<file path="config.mk">
export PLATFORM = sky130hd
export DESIGN_NAME = exu_lsu
export DESIGN_NICKNAME = d
export VERILOG_FILES = /design/src/rtl/exu_lsu.sv
export SDC_FILE = /design/constraint.sdc
export NUM_CORES = 1
export LEC_CHECK = 0
export ABC_AREA = 1
export BUFFER_PORTS_ARGS = -buffer_cell sky130_fd_sc_hd__buf_2
export CAP_MARGIN = 40
export CORE_ASPECT_RATIO = 0.9
export CORE_MARGIN = 2
export CORE_UTILIZATION = 40
export CTS_BUF_LIST = sky130_fd_sc_hd__clkbuf_16
export CTS_CLUSTER_SIZE = 16
export DETAILED_ROUTE_END_ITERATION = 10
export PLACE_DENSITY = 0.67
export SYNTH_ARGS = -nofsm -noshare
export SYNTH_HDL_FRONTEND = slang
export SYNTH_SLANG_ARGS = --single-unit
export TNS_END_PERCENT = 50
</file>
<file path="constraint.sdc">
create_clock -name clk -period 1.8 [get_ports clk]
set_clock_uncertainty 0.05 [all_clocks]
set_input_delay 0.54 -clock clk [delete_from_list [all_inputs] [get_ports clk]]
set_output_delay 0.54 -clock clk [all_outputs]
set_load 0.1 [all_outputs]
</file>
<file path="src/rtl/exu_lsu.sv">
// Load/store unit for the execute stage: request/response bus FSM with byte strobes,
// registered load alignment/extension, bus timeout and flush with response drain.
module exu_lsu #(
  parameter int DW          = 32,
  parameter int TIMEOUT_CYC = 256
) (
  input  logic            clk,
  input  logic            rst_n,
  input  logic            req_i,
  input  logic            store_i,
  input  logic [1:0]      size_i,
  input  logic            unsigned_i,
  input  logic [DW-1:0]   addr_i,
  input  logic [DW-1:0]   wdata_i,
  input  logic            flush_i,
  output logic            misaligned_o,
  output logic            stall_o,
  output logic            done_o,
  output logic            fault_o,
  output logic            reg_we_o,
  output logic [DW-1:0]   reg_wdata_o,
  output logic            bus_req_valid_o,
  input  logic            bus_req_ready_i,
  output logic [DW-1:0]   bus_addr_o,
  output logic            bus_we_o,
  output logic [DW/8-1:0] bus_strb_o,
  output logic [DW-1:0]   bus_wdata_o,
  input  logic            bus_rsp_valid_i,
  output logic            bus_rsp_ready_o,
  input  logic [DW-1:0]   bus_rdata_i,
  input  logic            bus_rsp_err_i
);

  localparam int SW = DW / 8;
  localparam int OW = $clog2(SW);
  localparam int CW = (TIMEOUT_CYC > 1) ? $clog2(TIMEOUT_CYC) : 1;
  localparam logic [CW-1:0] TO_LAST = CW'((TIMEOUT_CYC > 0) ? TIMEOUT_CYC - 1 : 0);

  localparam logic [2:0] IDLE  = 3'd0;
  localparam logic [2:0] REQ   = 3'd1;
  localparam logic [2:0] RSP   = 3'd2;
  localparam logic [2:0] DONE  = 3'd3;
  localparam logic [2:0] DRAIN = 3'd4;

  function automatic logic misalign_f(input logic [OW-1:0] off, input logic [1:0] sz);
    logic m;
    m = (sz == 2'd3) && (DW == 32);
    for (int i = 0; i < OW; i++) m = m | (off[i] & (i < int'(sz)));
    return m;
  endfunction

  function automatic logic [SW-1:0] strb_f(input logic [OW-1:0] off, input logic [1:0] sz);
    logic [SW-1:0] m;
    for (int i = 0; i < SW; i++) m[i] = (i < int'(32'd1 << sz));
    return m << off;
  endfunction

  function automatic logic [DW-1:0] ext_f(input logic [DW-1:0] d, input logic [1:0] sz,
                                          input logic uns);
    logic [DW-1:0] r;
    logic          sgn;
    int            nb;
    nb = int'(32'd8 << sz);
    case (sz)
      2'd0:    sgn = d[7];
      2'd1:    sgn = d[15];
      2'd2:    sgn = d[31];
      default: sgn = d[DW-1];
    endcase
    sgn = sgn & ~uns;
    for (int i = 0; i < DW; i++) r[i] = (i < nb) ? d[i] : sgn;
    return r;
  endfunction

  logic [2:0]    state_r;
  logic [CW-1:0] cnt_r;
  logic [OW-1:0] off_r;
  logic [1:0]    size_r;
  logic          uns_r;
  logic [DW-1:0] addr_r;
  logic          we_r;
  logic [SW-1:0] strb_r;
  logic [DW-1:0] wdata_r;
  logic          fault_r;
  logic          reg_we_r;
  logic [DW-1:0] reg_wdata_r;
  logic [OW-1:0] off_s;
  logic          to_s;
  logic [DW-1:0] rsh_s;

  assign off_s = addr_i[OW-1:0];
  assign to_s  = (TIMEOUT_CYC != 0) && (cnt_r == TO_LAST);
  assign rsh_s = bus_rdata_i >> {off_r, 3'b000};

  assign misaligned_o    = req_i & (state_r == IDLE) & misalign_f(off_s, size_i);
  assign stall_o         = req_i & ~misaligned_o & ~flush_i & (state_r != DONE);
  assign done_o          = (state_r == DONE);
  assign fault_o         = fault_r;
  assign reg_we_o        = reg_we_r;
  assign reg_wdata_o     = reg_wdata_r;
  assign bus_req_valid_o = (state_r == REQ);
  assign bus_rsp_ready_o = (state_r == RSP) | (state_r == DRAIN);
  assign bus_addr_o      = addr_r;
  assign bus_we_o        = we_r;
  assign bus_strb_o      = strb_r;
  assign bus_wdata_o     = wdata_r;

  // Request/response FSM; timeout counter runs in every bus-owning state.
  always_ff @(posedge clk or negedge rst_n) begin
    if (!rst_n) begin
      state_r     <= IDLE;
      cnt_r       <= '0;
      off_r       <= '0;
      size_r      <= 2'd0;
      uns_r       <= 1'b0;
      addr_r      <= '0;
      we_r        <= 1'b0;
      strb_r      <= '0;
      wdata_r     <= '0;
      fault_r     <= 1'b0;
      reg_we_r    <= 1'b0;
      reg_wdata_r <= '0;
    end else begin
      case (state_r)
        IDLE: begin
          if (req_i & ~misaligned_o & ~flush_i) begin
            addr_r  <= addr_i;
            we_r    <= store_i;
            strb_r  <= strb_f(off_s, size_i);
            wdata_r <= wdata_i << {off_s, 3'b000};
            off_r   <= off_s;
            size_r  <= size_i;
            uns_r   <= unsigned_i;
            cnt_r   <= '0;
            state_r <= REQ;
          end
        end
        REQ: begin
          cnt_r <= cnt_r + CW'(1'b1);
          // Timeout wins over a late handshake; any response that follows lands in IDLE.
          if (flush_i) begin
            state_r <= (bus_req_ready_i & ~to_s) ? DRAIN : IDLE;
          end else if (to_s) begin
            fault_r  <= 1'b1;
            reg_we_r <= 1'b0;
            state_r  <= DONE;
          end else if (bus_req_ready_i) begin
            state_r <= RSP;
          end
        end
        RSP: begin
          cnt_r <= cnt_r + CW'(1'b1);
          if (flush_i) begin
            state_r <= (bus_rsp_valid_i | to_s) ? IDLE : DRAIN;
          end else if (bus_rsp_valid_i) begin
            reg_wdata_r <= ext_f(rsh_s, size_r, uns_r);
            fault_r     <= bus_rsp_err_i;
            reg_we_r    <= ~we_r & ~bus_rsp_err_i;
            state_r     <= DONE;
          end else if (to_s) begin
            fault_r  <= 1'b1;
            reg_we_r <= 1'b0;
            state_r  <= DONE;
          end
        end
        DRAIN: begin
          cnt_r <= cnt_r + CW'(1'b1);
          if (bus_rsp_valid_i | to_s) state_r <= IDLE;
        end
        DONE: begin
          fault_r  <= 1'b0;
          reg_we_r <= 1'b0;
          state_r  <= IDLE;
        end
        default: state_r <= IDLE;
      endcase
    end
  end

endmodule

</file>
# --- Word level (Yosys, flattened, before mapping) ---
# Index checks and enable logic that the tools add are counted.
classes:
  reduce_logical: 10
  n_lt_le_gt_ge: 38
  shifts: 5
  bitwise: 20
  muxes: 59
  eq_ne: 14
  add_sub_neg: 1
op_table:
  columns: ["cell", "count"]
  rows:
  - ["$lt A6 B32 Y1 const A", 16]
  - ["$lt A5 B32 Y1 const A", 8]
  - ["$lt A3 B32 Y1 const A", 4]
  - ["$lt A4 B32 Y1 const A", 4]
  - ["$lt A1 B32 Y1 const A", 2]
  - ["$lt A2 B32 Y1 const A", 2]
  - ["$mux W1", 43]
  - ["$shl A1 B2 Y32 const A", 1]
  - ["$shl A32 B5 Y32", 1]
  - ["$shl A4 B2 Y32 const A", 1]
  - ["$shr A32 B5 Y32", 1]
  - ["$mux W3", 10]
  - ["$pmux W8 S2", 1]
  - ["$pmux W3 S4", 1]
  - ["$and A1 B1 Y1", 10]
  - ["$add A8 B1 Y8 const B", 1]
  - ["$eq A8 B8 Y1 const B", 1]
  - ["$mux W8", 1]
  - ["$eq A3 B2 Y1 const B", 2]
  - ["$not A1 Y1", 6]
  - ["$pmux W1 S3", 2]
  - ["$reduce_and A3 Y1", 2]
  - ["$lt A1 B2 Y1 const A", 2]
  - ["$ne A2 B1 Y1 const B", 2]
  - ["18 further kinds", 23]
word_totals:
  wordCells: 159
  output_inout_bits: 108
  inputBits: 107
  regBits: 119

# --- Logic depth before layout (Yosys ltp) ---
depth:
  depth_word: 10
  depth_mapped: 9
  depth_no_buf: 9

# --- Worst setup path after synthesis ---
# OpenSTA, ideal clock, no wires.
synth_path:
  kind: "register to output"
  startpoint: "register state_r[0]"
  endpoint: "output stall_o"
  arrival_time_ps: 2865
  path_slack_ps: -1655
  required_time_ps: 1210
  path_stages_with_launch: 6
  cell_sequence: "dfrtp_1 > inv_1 > nor2_1 > inv_1 > nor2_1 > nor2_1"
synth_via:
  elab_chain_len: 7
  elab_cells_between_ends: 8
  cone_classes: "eq/ne (1); bitwise (6); reduce/logical (1)"
synth_rtl:
  columns: ["item", "line", "source"]
  rows:
  - ["start: declaration", "75", "logic [2:0] state_r;"]
  - ["start signal: assignment", "142", "state_r <= (bus_req_ready_i & ~to_s) ? DRAIN : IDLE;"]
  - ["start signal: assignment", "154", "state_r <= (bus_rsp_valid_i | to_s) ? IDLE : DRAIN;"]
  - ["$logic_not A3 Y1", "95", "assign misaligned_o = req_i & (state_r == IDLE) & misalign_f(off_s, size_i);"]
  - ["$and A1 B1 Y1 (2 in series)", "95", null]
  - ["$not A1 Y1", "96", "assign stall_o = req_i & ~misaligned_o & ~flush_i & (state_r != DONE);"]
  - ["$and A1 B1 Y1 (2 in series)", "96", null]
  - ["$and A1 B1 Y1 (*)", "96", null]
  - ["end: declaration", "17", "output logic stall_o,"]
# Mark *: on every way between the ends. The rest lies on a longest branch, timed or not.

# --- Final worst setup path ---
layout_path:
  startpoint: "register state_r[2]"
  endpoint: "output stall_o"
# Same word-level chain as after synthesis.

==> flow_summary.ini <==
[status]
status = complete, but fails checks
violations = setup timing

[logic_synthesis]
yosys_warnings = 0
synth_area_leaders = dfrtp_1, nand2_1, o21ai_0, nor2_1, a21oi_1
synth_common_cells = nand2_1, dfrtp_1, nor2_1
ys_ff_latch = 117
synth-seq-area-share_pct = 48.6
syn_area_sq_um = 6030
yosysTopAreaCell = dfrtp_1
synth-edff-count = 0
async_flop_share_pct = 100
synthDistinctLibCells = 33
synthFlopType = dfrtp_1
avgSynthCellArea_sq_um = 7.57
synth_fp_nets = 904
synth_top_area_share_pct = 48.6
yosysMostFrequentCell = nand2_1
syn_inst = 796

[drt]
avgViaCountPerCell = 4.99
drt_iter0_drc = 485
drcViolationCount = 0
vias = 6374
first_pass_iters = 5
routed_wl_um = 20300
drtAntennaViolNets = 0
wl_per_cell_um = 15.9

[floorplanning]
die-height_um = 120
io_pins = 215
die_w_um = 133
dieArea_sq_um = 16100
rows = 42
core_area_sq_um = 14700
initial_core_util_pct = 41.0

[run]
maxCapViolCount = 0

[sta]
rsz0062_at_grt = true
relSlewSlack_pct = 67.3
setup_viol = 86
slew_violations = 0
finalCritPeriodShare_pct = 117
hold_viol_final = 0
tightest_slew_ps = 494
layout_setup_ws_ps = -302
fin_crit_ps = 2100
timing.fmax_mhz = 476

[placement]
gp_congestion = 0.884
port-buffer-count = 214
post_dp_cell_area_sq_um = 7630
dp_hpwl_um = 13000

[global_route]
grt_pass1_wl_um = 29800
grt_overflow = 0
grt_pass1_vias = 5919
grt_max_degree = 71
grt_use_total_pct = 23.6
antenna_found_initial = 1

[clock_network]
cts_buffers = 17
insertion_delay_ps = 410
cts_tree = yes
htree_levels = 4
cts.sinks = 117
root_buffer = clkbuf_16
clk_pin_slew_worst_paths_ps = 50
clockBufferDepth = 2

[layout]
syn2layout_area_growth_pct = 56.7
post_route_cells_drive_above_1_share_pct = 40.7
stdcell_area_sq_um = 9440
fillers = 1263
fin_nets = 1173

[setup_path]
crit_family = flip-flops
start_kind = flip-flop
critPathMaxFanout = 4
critPathBufInv = 3
cp_cell_sequence = buf_6, nor2_4, inv_2, nor2_4, nor2_4, buf_12
crit_type = reg -> out
crit_path_frequent_cell = nor2_4
cpPeakStageDelay_ps = 410
worst_ep_required_time_ps = 1210
arrival_ps = 1510
endpoint_kind = output pin
cpMaxStageDelayCell = dfrtp_1

[min_path]
hold_class = in -> async
[routing by layer]
metal,GRT usage [%],vias up,part of all wire (%)
met5,0,-,0
met4,7.25,0,0.85
met3,7.38,15,9.1
met2,37.3,285,47
met1,31.2,2999,43
li1,-,3075,-
[registers in the layout (all words and copies together), names as in the netlist, 2 cells and up]
signal / flops
cnt_r: 8
bus_addr_o: 31
state_r: 3
size_r: 2
bus_strb_o: 4
bus_wdata_o: 32
reg_wdata_o: 32
[cell families after synthesis]
kind of cell / share of synthesized area, %
AND/OR/NAND/NOR: 29.7
adder cells (fa/ha/maj): 0.208
buffers and inverters: 8.16
AO/OA/AOI/OAI: 12.6
XOR/XNOR: 0.727
flip-flops: 48.6
[final timing paths]
path                                         endpoint  cells after the start                  startpoint  slack, ps
setup reg to reg                 off_r[0]$_DFFE_PN0P_                     13      state_r[2]$_DFFE_PN0P_       -240
setup / recovery                              stall_o                      6      state_r[2]$_DFFE_PN0P_       -300
max in group asynchronous        off_r[0]$_DFFE_PN0P_                      2                       rst_n       1260
min in group clk            bus_addr_o[8]$_DFFE_PN0P_                      3                   addr_i[8]        260
hold / removal                    fault_o$_DFFE_PN0P_                      2                       rst_n         60
hold reg to reg            reg_wdata_o[2]$_DFFE_PN0P_                      2  reg_wdata_o[2]$_DFFE_PN0P_        430
[timing repair]
action,in CTS,in global routing
endpoints found under the setup margin,39,161
resized for setup,64,163
pin swaps,10,12
hold buffers,0,0
gates cloned,2,13
buffers inserted,13,9
[metrics by stage]
stage	hold WS, ps	instances	setup slack [ps]	utilization [%]	TNS, ps
4_1_cts	71.0	1258	-335	58.4	-10780
6_report	57.3	1277	-302	64.2	-10740
3_5_place_dp	409	1211	-222	51.8	-7170
5_1_grt	71.2	1276	-378	64.2	-20710
3_3_place_gp	408	1211	-233	51.8	-7320
2_1_floorplan	194	796	-293	-	-856
[cell type report]
type	instances	area [sq um]	area share [%]
clock inverter	15	218	2.31
multi-input combinational	584	2940	31.1
timing repair buffer	289	2450	25.9
sequential	117	2930	31.0
inverter	56	234	2.48
antenna	1	2.50	0.0265
clock buffer	17	425	4.50
tap	198	248	2.62
[placed cells by master, fill, tap and decap left out, drive strengths merged, types with 2 or more instances in the layout]
| master | count |
|---|---|
| nand4 | 4 |
| clkinv | 8 |
| nor2 | 83 |
| o211ai | 2 |
| nand3 | 41 |
| nand2 | 303 |
| bufinv | 6 |
| o22ai | 4 |
| inv | 56 |
| or2 | 7 |
| o21ai | 82 |
| nor3 | 3 |
| xor2 | 4 |
| buf | 216 |
| clkbuf | 89 |
| dfrtp | 117 |
| a21oi | 48 |
Power is left out: the tool's default activity adds up to more than one toggle a clock period on the data nets, which glitch-free logic cannot reach.
